File: src/rtl/game_sequencer_if.sv
// Signal bundle between the game sequencer and the cell grid / user input logic.
// The sequencer side uses the master modport.
interface game_sequencer_if;
    logic       new_game;
    logic       fire_in;
    logic [3:0] sel_row;
    logic [3:0] sel_col;
    logic       sel_error;
    logic       board_won;
    logic [3:0] row_en;
    logic [3:0] col_en;
    logic       fire_out;
    logic       busy;
    logic       buzz;
    logic [7:0] move_count;
    logic [2:0] state;

    modport master (
        input  new_game, fire_in, sel_row, sel_col, sel_error, board_won,
        output row_en, col_en, fire_out, busy, buzz, move_count, state
    );

    modport slave (
        output new_game, fire_in, sel_row, sel_col, sel_error, board_won,
        input  row_en, col_en, fire_out, busy, buzz, move_count, state
    );
endinterface

File: src/rtl/game_sequencer.sv
// 4x4 grid game controller: LFSR scramble batches, user move forwarding with a
// saturating move counter, and a timed buzzer request once the board is solved.
module game_sequencer #(
    parameter int unsigned SCRAMBLE_MOVES = 8,
    parameter int unsigned WIN_HOLD       = 100_000_000,
    parameter logic [15:0] LFSR_SEED      = 16'hACE1
) (
    input  logic             clk,
    input  logic             reset,
    game_sequencer_if.master bus
);
    typedef enum logic [2:0] {
        IDLE     = 3'd0,
        SCRAMBLE = 3'd1,
        SETTLE   = 3'd2,
        PLAY     = 3'd3,
        WON      = 3'd4
    } state_t;

    typedef enum logic [1:0] {
        PH_SETUP = 2'd0,
        PH_FIRE  = 2'd1,
        PH_GAP   = 2'd2
    } phase_t;

    localparam int unsigned       HOLD_W     = (WIN_HOLD > 1) ? $clog2(WIN_HOLD) : 1;
    localparam logic [HOLD_W-1:0] HOLD_LAST  = HOLD_W'(WIN_HOLD - 1);
    localparam logic [7:0]        MOVES_LAST = 8'(SCRAMBLE_MOVES - 1);

    state_t            state_q;
    phase_t            phase_q;
    logic [7:0]        batch_q;
    logic [7:0]        move_count_q;
    logic              settle_q;
    logic [HOLD_W-1:0] hold_q;
    logic [15:0]       lfsr_q;
    logic [15:0]       lfsr_d;
    logic              ng_q, ng_prev_q;
    logic              fi_q, fi_prev_q;
    logic              bw_q;
    logic [3:0]        row_en_q, col_en_q;
    logic              fire_q, busy_q, buzz_q;

    logic       ng_edge, fi_edge, legal, win, start_batch;
    logic [3:0] scr_row_d, scr_col_d, sel_row_d, sel_col_d;

    always_comb begin
        lfsr_d    = {1'b0, lfsr_q[15:1]} ^ (lfsr_q[0] ? 16'hB400 : 16'h0000);
        ng_edge   = ng_q & ~ng_prev_q;
        fi_edge   = fi_q & ~fi_prev_q;
        legal     = ~bus.sel_error & ((|bus.sel_row) ^ (|bus.sel_col));
        win       = bus.board_won & bw_q;
        scr_row_d = lfsr_q[2] ? 4'b0000 : (4'b0001 << lfsr_q[1:0]);
        scr_col_d = lfsr_q[2] ? (4'b0001 << lfsr_q[1:0]) : 4'b0000;
        sel_row_d = bus.sel_error ? 4'b0000 : bus.sel_row;
        sel_col_d = bus.sel_error ? 4'b0000 : bus.sel_col;
        // A batch starts on a user new-game edge, or when SETTLE still sees a solved board.
        start_batch = (ng_edge && (state_q == IDLE || state_q == PLAY || state_q == WON))
                   || (state_q == SETTLE && settle_q && bus.board_won);
    end

    always_ff @(posedge clk or negedge reset) begin
        if (!reset) begin
            state_q      <= IDLE;
            phase_q      <= PH_SETUP;
            batch_q      <= '0;
            move_count_q <= '0;
            settle_q     <= 1'b0;
            hold_q       <= '0;
            lfsr_q       <= LFSR_SEED;
            ng_q         <= 1'b0;
            ng_prev_q    <= 1'b0;
            fi_q         <= 1'b0;
            fi_prev_q    <= 1'b0;
            bw_q         <= 1'b0;
            row_en_q     <= '0;
            col_en_q     <= '0;
            fire_q       <= 1'b0;
            busy_q       <= 1'b0;
            buzz_q       <= 1'b0;
        end else begin
            lfsr_q    <= lfsr_d;
            ng_q      <= bus.new_game;
            ng_prev_q <= ng_q;
            fi_q      <= bus.fire_in;
            fi_prev_q <= fi_q;
            bw_q      <= bus.board_won;
            fire_q    <= 1'b0;

            if (start_batch) begin
                if (state_q != SETTLE) move_count_q <= '0;
                batch_q  <= '0;
                phase_q  <= PH_SETUP;
                settle_q <= 1'b0;
                busy_q   <= 1'b1;
                buzz_q   <= 1'b0;
                if (SCRAMBLE_MOVES == 0) begin
                    state_q  <= SETTLE;
                    row_en_q <= '0;
                    col_en_q <= '0;
                end else begin
                    state_q  <= SCRAMBLE;
                    row_en_q <= scr_row_d;
                    col_en_q <= scr_col_d;
                end
            end else begin
                case (state_q)
                    SCRAMBLE: begin
                        case (phase_q)
                            PH_SETUP: begin
                                phase_q <= PH_FIRE;
                                fire_q  <= 1'b1;
                            end
                            PH_FIRE: begin
                                phase_q  <= PH_GAP;
                                row_en_q <= '0;
                                col_en_q <= '0;
                            end
                            default: begin
                                if (batch_q == MOVES_LAST) begin
                                    state_q  <= SETTLE;
                                    settle_q <= 1'b0;
                                end else begin
                                    batch_q  <= batch_q + 8'd1;
                                    phase_q  <= PH_SETUP;
                                    row_en_q <= scr_row_d;
                                    col_en_q <= scr_col_d;
                                end
                            end
                        endcase
                    end
                    SETTLE: begin
                        if (!settle_q) begin
                            settle_q <= 1'b1;
                        end else begin
                            state_q  <= PLAY;
                            busy_q   <= 1'b0;
                            row_en_q <= sel_row_d;
                            col_en_q <= sel_col_d;
                        end
                    end
                    PLAY: begin
                        // A completed win outranks a simultaneous fire edge.
                        if (win) begin
                            state_q  <= WON;
                            buzz_q   <= 1'b1;
                            hold_q   <= '0;
                            row_en_q <= '0;
                            col_en_q <= '0;
                        end else begin
                            row_en_q <= sel_row_d;
                            col_en_q <= sel_col_d;
                            if (fi_edge && legal) begin
                                fire_q <= 1'b1;
                                if (move_count_q != 8'hFF) move_count_q <= move_count_q + 8'd1;
                            end
                        end
                    end
                    WON: begin
                        if (hold_q == HOLD_LAST) begin
                            state_q <= IDLE;
                            buzz_q  <= 1'b0;
                        end else begin
                            hold_q <= hold_q + HOLD_W'(1);
                        end
                    end
                    default: begin
                        row_en_q <= '0;
                        col_en_q <= '0;
                    end
                endcase
            end
        end
    end

    assign bus.row_en     = row_en_q;
    assign bus.col_en     = col_en_q;
    assign bus.fire_out   = fire_q;
    assign bus.busy       = busy_q;
    assign bus.buzz       = buzz_q;
    assign bus.move_count = move_count_q;
    assign bus.state      = state_q;
endmodule

File: src/flat_wrapper.sv
// flat-port wrapper written by rule: the top's interface ports become plain ports
module game_sequencer_flat 
#(
    parameter int unsigned SCRAMBLE_MOVES = 8,
    parameter int unsigned WIN_HOLD       = 100_000_000,
    parameter logic [15:0] LFSR_SEED      = 16'hACE1
)
  (clk, reset, bus_new_game, bus_fire_in, bus_sel_row, bus_sel_col, bus_sel_error, bus_board_won, bus_row_en, bus_col_en, bus_fire_out, bus_busy, bus_buzz, bus_move_count, bus_state);
  game_sequencer_if bus_i ();
  input  logic clk;
  input  logic reset;
  input wire logic [$bits(bus_i.new_game)-1:0] bus_new_game;
  input wire logic [$bits(bus_i.fire_in)-1:0] bus_fire_in;
  input wire logic [$bits(bus_i.sel_row)-1:0] bus_sel_row;
  input wire logic [$bits(bus_i.sel_col)-1:0] bus_sel_col;
  input wire logic [$bits(bus_i.sel_error)-1:0] bus_sel_error;
  input wire logic [$bits(bus_i.board_won)-1:0] bus_board_won;
  output wire logic [$bits(bus_i.row_en)-1:0] bus_row_en;
  output wire logic [$bits(bus_i.col_en)-1:0] bus_col_en;
  output wire logic [$bits(bus_i.fire_out)-1:0] bus_fire_out;
  output wire logic [$bits(bus_i.busy)-1:0] bus_busy;
  output wire logic [$bits(bus_i.buzz)-1:0] bus_buzz;
  output wire logic [$bits(bus_i.move_count)-1:0] bus_move_count;
  output wire logic [$bits(bus_i.state)-1:0] bus_state;
  assign bus_i.new_game = bus_new_game;
  assign bus_i.fire_in = bus_fire_in;
  assign bus_i.sel_row = bus_sel_row;
  assign bus_i.sel_col = bus_sel_col;
  assign bus_i.sel_error = bus_sel_error;
  assign bus_i.board_won = bus_board_won;
  assign bus_row_en = bus_i.row_en;
  assign bus_col_en = bus_i.col_en;
  assign bus_fire_out = bus_i.fire_out;
  assign bus_busy = bus_i.busy;
  assign bus_buzz = bus_i.buzz;
  assign bus_move_count = bus_i.move_count;
  assign bus_state = bus_i.state;
  game_sequencer #(.SCRAMBLE_MOVES(SCRAMBLE_MOVES), .WIN_HOLD(WIN_HOLD), .LFSR_SEED(LFSR_SEED)) u_core (.clk(clk), .reset(reset), .bus(bus_i));
endmodule
File: config.mk
export PLATFORM = sky130hd
export DESIGN_NAME = game_sequencer_flat
export DESIGN_NICKNAME = d
export VERILOG_FILES = /design/src/rtl/game_sequencer_if.sv /design/src/rtl/game_sequencer.sv /design/src/flat_wrapper.sv
export SDC_FILE = /design/constraint.sdc
export NUM_CORES = 1
export LEC_CHECK = 0
export CAP_MARGIN = 40
export CORE_MARGIN = 2
export CORE_UTILIZATION = 45
export CTS_CLUSTER_DIAMETER = 40
export DETAILED_ROUTE_END_ITERATION = 16
export PLACE_DENSITY_LB_ADDON = 0.15
export SLEW_MARGIN = 10
export SYNTH_ARGS = -nofsm -noshare
export SYNTH_HDL_FRONTEND = slang
export SYNTH_SLANG_ARGS = --single-unit
File: constraint.sdc
create_clock -name clk -period 5.35 [get_ports clk]
set_input_delay 1.07 -clock clk [delete_from_list [all_inputs] [get_ports clk]]
set_output_delay 1.07 -clock clk [all_outputs]
set_load 0.05 [all_outputs]
## Word level (Yosys, flattened, before mapping)

Index checks and enable logic that the tools add are counted.

- Add/sub/neg operators: 3
- Shift operators: 1
- Bitwise operators: 10
- Reductions and logical operators: 31
- Muxes and demuxes: 57
- Equal/unequal tests: 24
- Order comparisons: 0
- Divide/modulo/power cells: 0
- Multiply operators: 0

Operators by type and width:

| operator | number |
|---|---|
| 2-to-1 mux 8 bit | 10 |
| 2-to-1 mux 27 bit | 2 |
| case mux 27 bit (2 select lines) | 1 |
| 2-to-1 mux 4 bit | 12 |
| case mux 4 bit (4 select lines) | 2 |
| adder 27 x 1 -> 27 bit, second input constant | 1 |
| == test 27 bit, second input constant | 1 |
| 2-to-1 mux 3 bit | 6 |
| adder 8 x 1 -> 8 bit, second input constant | 2 |
| 2-to-1 mux 16 bit | 1 |
| case mux 4 bit (2 select lines) | 2 |
| XOR 15 x 16 -> 16 bit | 1 |
| nonzero test 2 bit | 7 |
| 2-to-1 mux 1 bit | 13 |
| != test 3 x 2 -> 1 bit, second input constant | 4 |
| case mux 3 bit (4 select lines) | 1 |
| != test 3 x 1 -> 1 bit, second input constant | 3 |
| AND reduction 3 bit | 3 |
| == test 8 x 3 -> 1 bit, second input constant | 1 |
| != test 2 x 1 -> 1 bit, second input constant | 4 |
| != test 4 x 3 -> 1 bit, second input constant | 2 |
| != test 8 bit, second input constant | 1 |
| AND reduction 4 bit | 2 |
| OR reduction 4 bit | 2 |
| other kinds (22) | 42 |

- RAM bits: 0
- Input port bits: 14
- Memories: 0
- Output and inout port bits: 22
- Word-level logic and storage cells: 143
- Memory bits (read-only): 0
- Flip-flop bits (word level): 81
- Bits in latches: 0

## Depth between registers and ports, before layout

- Depth in word-level cells: 8
- Mapped depth: 8

## Worst setup path before layout

OpenSTA, ideal clock, no wires.

- Path type: input -> register
- Start: input bus_board_won
- End: register u_core.move_count_q[5] (netlist: u_core.bus.move_count[5])
- Setup time: 0.078 ns
- Arrival time: 2.697 ns
- Stages: 5
- Setup slack: 2.576 ns
- Path buffers: 0
- Cell sequence: and2_2 or3_4 or4_4 or4_1 a21oi_1

- Word-level cells in the longest chain between the ends: 4
- Elaborated cells on any way between the ends: 10
- Classes of those cells: eq/ne: 2; mux: 1; bitwise: 1; reduce/logical: 6

RTL lines:

| what | line | source |
|---|---|---|
| from (decl) | flat_wrapper.sv:17 | `input wire logic [$bits(bus_i.board_won)-1:0] bus_board_won;` |
| logical AND 1 bit | game_sequencer.sv:59 | `\|\| (state_q == SETTLE && settle_q && bus.board_won);` |
| logical OR 1 bit | game_sequencer.sv:59 |  |
| != test 2 bit (no source line) or nonzero test 2 bit (tied branches) | n/a |  |
| AND reduction 5 bit (no source line) | n/a |  |
| to (signal assigned) | game_sequencer.sv:155 | `if (move_count_q != 8'hFF) move_count_q <= move_count_q + 8'd1;` |
| to (decl) | game_sequencer.sv:33 | `logic [7:0] move_count_q;` |

Several ways; a longest one is shown, not always the timed one.
A chain may end at the register's enable or synchronous reset.

## Worst setup path in the final report

Ends and elaborated chain as after synthesis.

==> flow_results.org <==
** Drt
- The first routing iteration left 108 violations.
- After detailed routing, the number of vias per cell comes to 5.96.
- The routed design has 8450 um of wire.
- Once detail routing completed, the nets flagged for antenna violations numbered 0.
- The pre-antenna-repair detailed-routing pass consisted of 4 iterations.
- Post-DR wirelength/cell :: 15.6 um
- For this block, the via count after detailed routing is 3238.
- Final routed DRC violation total :: 0

** STA
- WHS :: 0.354 ns
- Headroom to the max-slew limit came out at 40.4%.
- After layout, the worst path uses 59.2% of the clock period.
- Between clock sinks in the finished design, the worst skew comes to 0.00885 ns.
- Static timing analysis puts the maximum clock frequency at 316 MHz.
- Final sum of negative setup slack :: 0 ns
- Number of failing setup endpoints in the final timing report :: 0
- The number of slew-limit violations in the final report came to 0.
- For the pin with the worst max-slew slack, the measured transition is 0.887 ns.
- Final Hold Violating Endpoints :: 0
- Unrepaired setup endpoints after global routing :: false
- Final critical delay including setup and external delays :: 3.17 ns

** Hold path
- Counting instances, the worst hold path has a depth of 0.
- Worst hold-check path type :: flip-flop to flip-flop
- The worst hold path begins at u_core.lfsr_q[3].

** Clock network
- Clock-pin slew was measured on the worst setup and hold paths at 0.09 ns.
- Number of buffers between clock root and the deepest sink :: 2
- TritonCTS built the clock tree.
- Root buffer cell :: clkbuf_8
- Setup bufs post-CTS :: 0
- Buffers inserted to repair hold after CTS numbered 0.
- Worst skew pair latency :: 0.35 ns
- Number of clock sinks :: 81
- The H-tree was split into 3 levels.
- In this run, post-CTS repair resized a total of 0 instances.
- In this run, CTS created clock tree buffers numbering 9.

** Setup path
- The slowest stage of the critical path belongs to the cell or4_4.
- Data on the critical path is required at its endpoint by 5.64 ns.
- CP max stage delay :: 0.57 ns
- Top cell family by delay on the critical path :: simple AND/OR/NAND/NOR gates
- STA classifies the critical path startpoint as a primary input.
- Worst EP arrival :: 3.46 ns
- In this run the worst path has a maximum fanout of 14.
- Startpoint of the most critical setup path :: bus_board_won
- Number of gates on the worst path with buffers counted :: 6
- Number of cell instances on the worst register-to-register path :: 5
- Beginning of the worst register-to-register path :: u_core.bus.state[0]
- Crit-path cells :: clkdlybuf4s50_1 -> and2_2 -> or3_4 -> or4_4 -> or4_1 -> a21oi_1
- The setup path with the least slack is of type primary input to flip-flop.
- The worst setup path is captured at a flip-flop.
- Bufs and invs on worst path :: 1

** Power
- The analysis attributes to cell leakage a power of 1.89 nW.
- After layout, the design draws a total of 1.07 mW.
- Power per Cell Area :: 232 nW/um^2
- IR analysis of the VDD net gives a maximum drop of 0.000114 V.

** Flow run
- Across the run, the number of max-cap violations was 0.

** Global routing
- Wire length of the first global-routing pass :: 14800 um
- Global routing finished with a remaining overflow of 0.
- Via count of the first global-routing pass :: 3097
- Initial antenna violation count :: 0
- Entering global routing, the biggest net connects 57 pins.
- Overall routing resource usage :: 18.8%

** Synth
- The most used flip-flop cell after synthesis is dfrtp_1.
- By count the netlist is led by 73 x dfrtp_1, 35 x a21oi_1, 33 x nand2_1, 23 x nand3_1.
- Summed over all instances, the cell type with the most area after synthesis is dfrtp_1.
- Fraction of registers with async set/reset :: 100%
- Flip-flop and latch count after synthesis :: 81
- Counting distinct cell types in the post-synthesis netlist gives 67.
- The share of the Yosys chip area taken by registers is 51.1%.
- The number of nets handed over by synthesis was 417.
- The synthesized design devotes to its leading area cell type 45.8% of total area.
- The most common cell in the synthesized netlist is dfrtp_1.
- In the synthesized netlist, the number of instances is 400.
- Average size of a mapped cell :: 9.97 sq um
- Count of flip-flops with a built-in enable after synthesis :: 0
- For this run, the number of Yosys warnings is 0.
- Dominant cells by area after synthesis :: dfrtp_1 46%, dfstp_2 5.3%, a21oi_1 4.4%
- The synthesized netlist occupies a cell area of 3990 sq um.

** Place
- Detailed placer's ending HPWL :: 5830 um
- Number of buffers added on ports :: 35
- Weighted congestion reported at the end of routability-driven placement :: 0.804

** Final layout
- # nets final :: 447
- Syn-to-layout area delta :: 15.5%
- Cells fill 53.3% of the core in the end.
- 0 antenna diodes ended up in the layout.
- Counting the fill cells in the layout gives 787.
- Ratio of cells with drive above 1 in the final layout :: 10.6%

** Die
- The die is 98.1 um wide.
- I/O pin count :: 36
- The die covers 9630 sq um.
- Number of placement rows :: 34
- Core region area :: 8640 sq um
- The die is 98.1 um tall.
- Initial cell density of the core :: 46.2%

** Run status
- Run status :: finished clean
[metrics by stage]
stage               cell area, sq um  instances  worst slack, ns
finish                          4600        543             2.18
global route                    4600        543             2.09
CTS                             4600        543             2.20
detailed placement              4420        527             1.82
global placement                4390        526             1.89
floorplan                       3990        400             2.58
[layout by cell type (no fill, tap or decap), types with 3 or more instances in the layout]
| cell type | count |
|---|---|
| a21oi_1 | 35 |
| a31oi_1 | 10 |
| and4_1 | 3 |
| clkbuf_8 | 9 |
| clkdlybuf4s50_1 | 34 |
| dfrtp_1 | 73 |
| dfstp_2 | 8 |
| ha_1 | 3 |
| inv_1 | 13 |
| inv_6 | 3 |
| nand2_1 | 33 |
| nand2b_1 | 4 |
| nand3_1 | 23 |
| nand4_1 | 10 |
| nand4b_1 | 5 |
| nor2_1 | 22 |
| nor3_1 | 6 |
| nor4_1 | 3 |
| o21ai_0 | 22 |
| o31ai_1 | 15 |
| or3_1 | 15 |
| or4_1 | 15 |
| xnor2_1 | 7 |
| xor2_1 | 4 |
[sequential cells by signal, indices dropped and copies added, names as in the netlist]
register	cells
u_core.hold_q	27
u_core.lfsr_q	16
u_core.batch_q	8
u_core.bus.move_count	8
u_core.bus.col_en	4
u_core.bus.row_en	4
u_core.bus.state	3
u_core.phase_q	2
u_core.bus.busy	1
u_core.bus.buzz	1
u_core.bus.fire_out	1
u_core.bw_q	1
u_core.fi_prev_q	1
u_core.fi_q	1
u_core.ng_prev_q	1
u_core.ng_q	1
u_core.settle_q	1
[final timing paths]
kind                                       endpoint  slack [ns]
max in group asynchronous          u_core.lfsr_q[6]        4.08
hold / removal                     u_core.lfsr_q[2]        0.35
hold reg to reg                    u_core.lfsr_q[2]        0.35
setup / recovery           u_core.bus.move_count[5]        2.18
setup reg to reg                  u_core.hold_q[26]        2.68
min in group asynchronous          u_core.hold_q[2]        0.62
[per-layer routing]
layer / up-vias / share of wire [%] / GRT usage, %
li1: 1576 / - / -
met1: 1598 / 49 / 27.7
met2: 55 / 45 / 27.5
met3: 9 / 4.3 / 3.58
met4: 0 / 1.6 / 7.48
met5: - / 0 / 0
[kinds of logic after synthesis]
| group | Yosys count | synth area share (%) |
|---|---|---|
| simple gates | 167 | 24.9 |
| fa+ha+maj | 3 | 0.942 |
| xor+xnor | 11 | 2.42 |
| flops | 81 | 51.1 |
| buf+inv | 31 | 3.39 |
| compound gates | 106 | 17.0 |
| mux | 1 | 0.251 |
[report_power, final]
part / internal (mW) / switching (mW) / total [mW]
Clock: 0.177 / 0.247 / 0.424
Sequential: 0.614 / 0.000893 / 0.615
Combinational: 0.0118 / 0.0161 / 0.0279
[final cells by class]
class | instances | area [sq um] | area share (%)
Clock inverter | 7 | 61.3 | 1.33
Tap cell | 108 | 135 | 2.94
Sequential cell | 81 | 2040 | 44.3
Clock buffer | 9 | 124 | 2.69
Inverter | 13 | 48.8 | 1.06
Multi-Input combinational cell | 288 | 1810 | 39.4
Timing Repair Buffer | 37 | 383 | 8.32
Note: power is estimated with default switching activity, not from simulation.
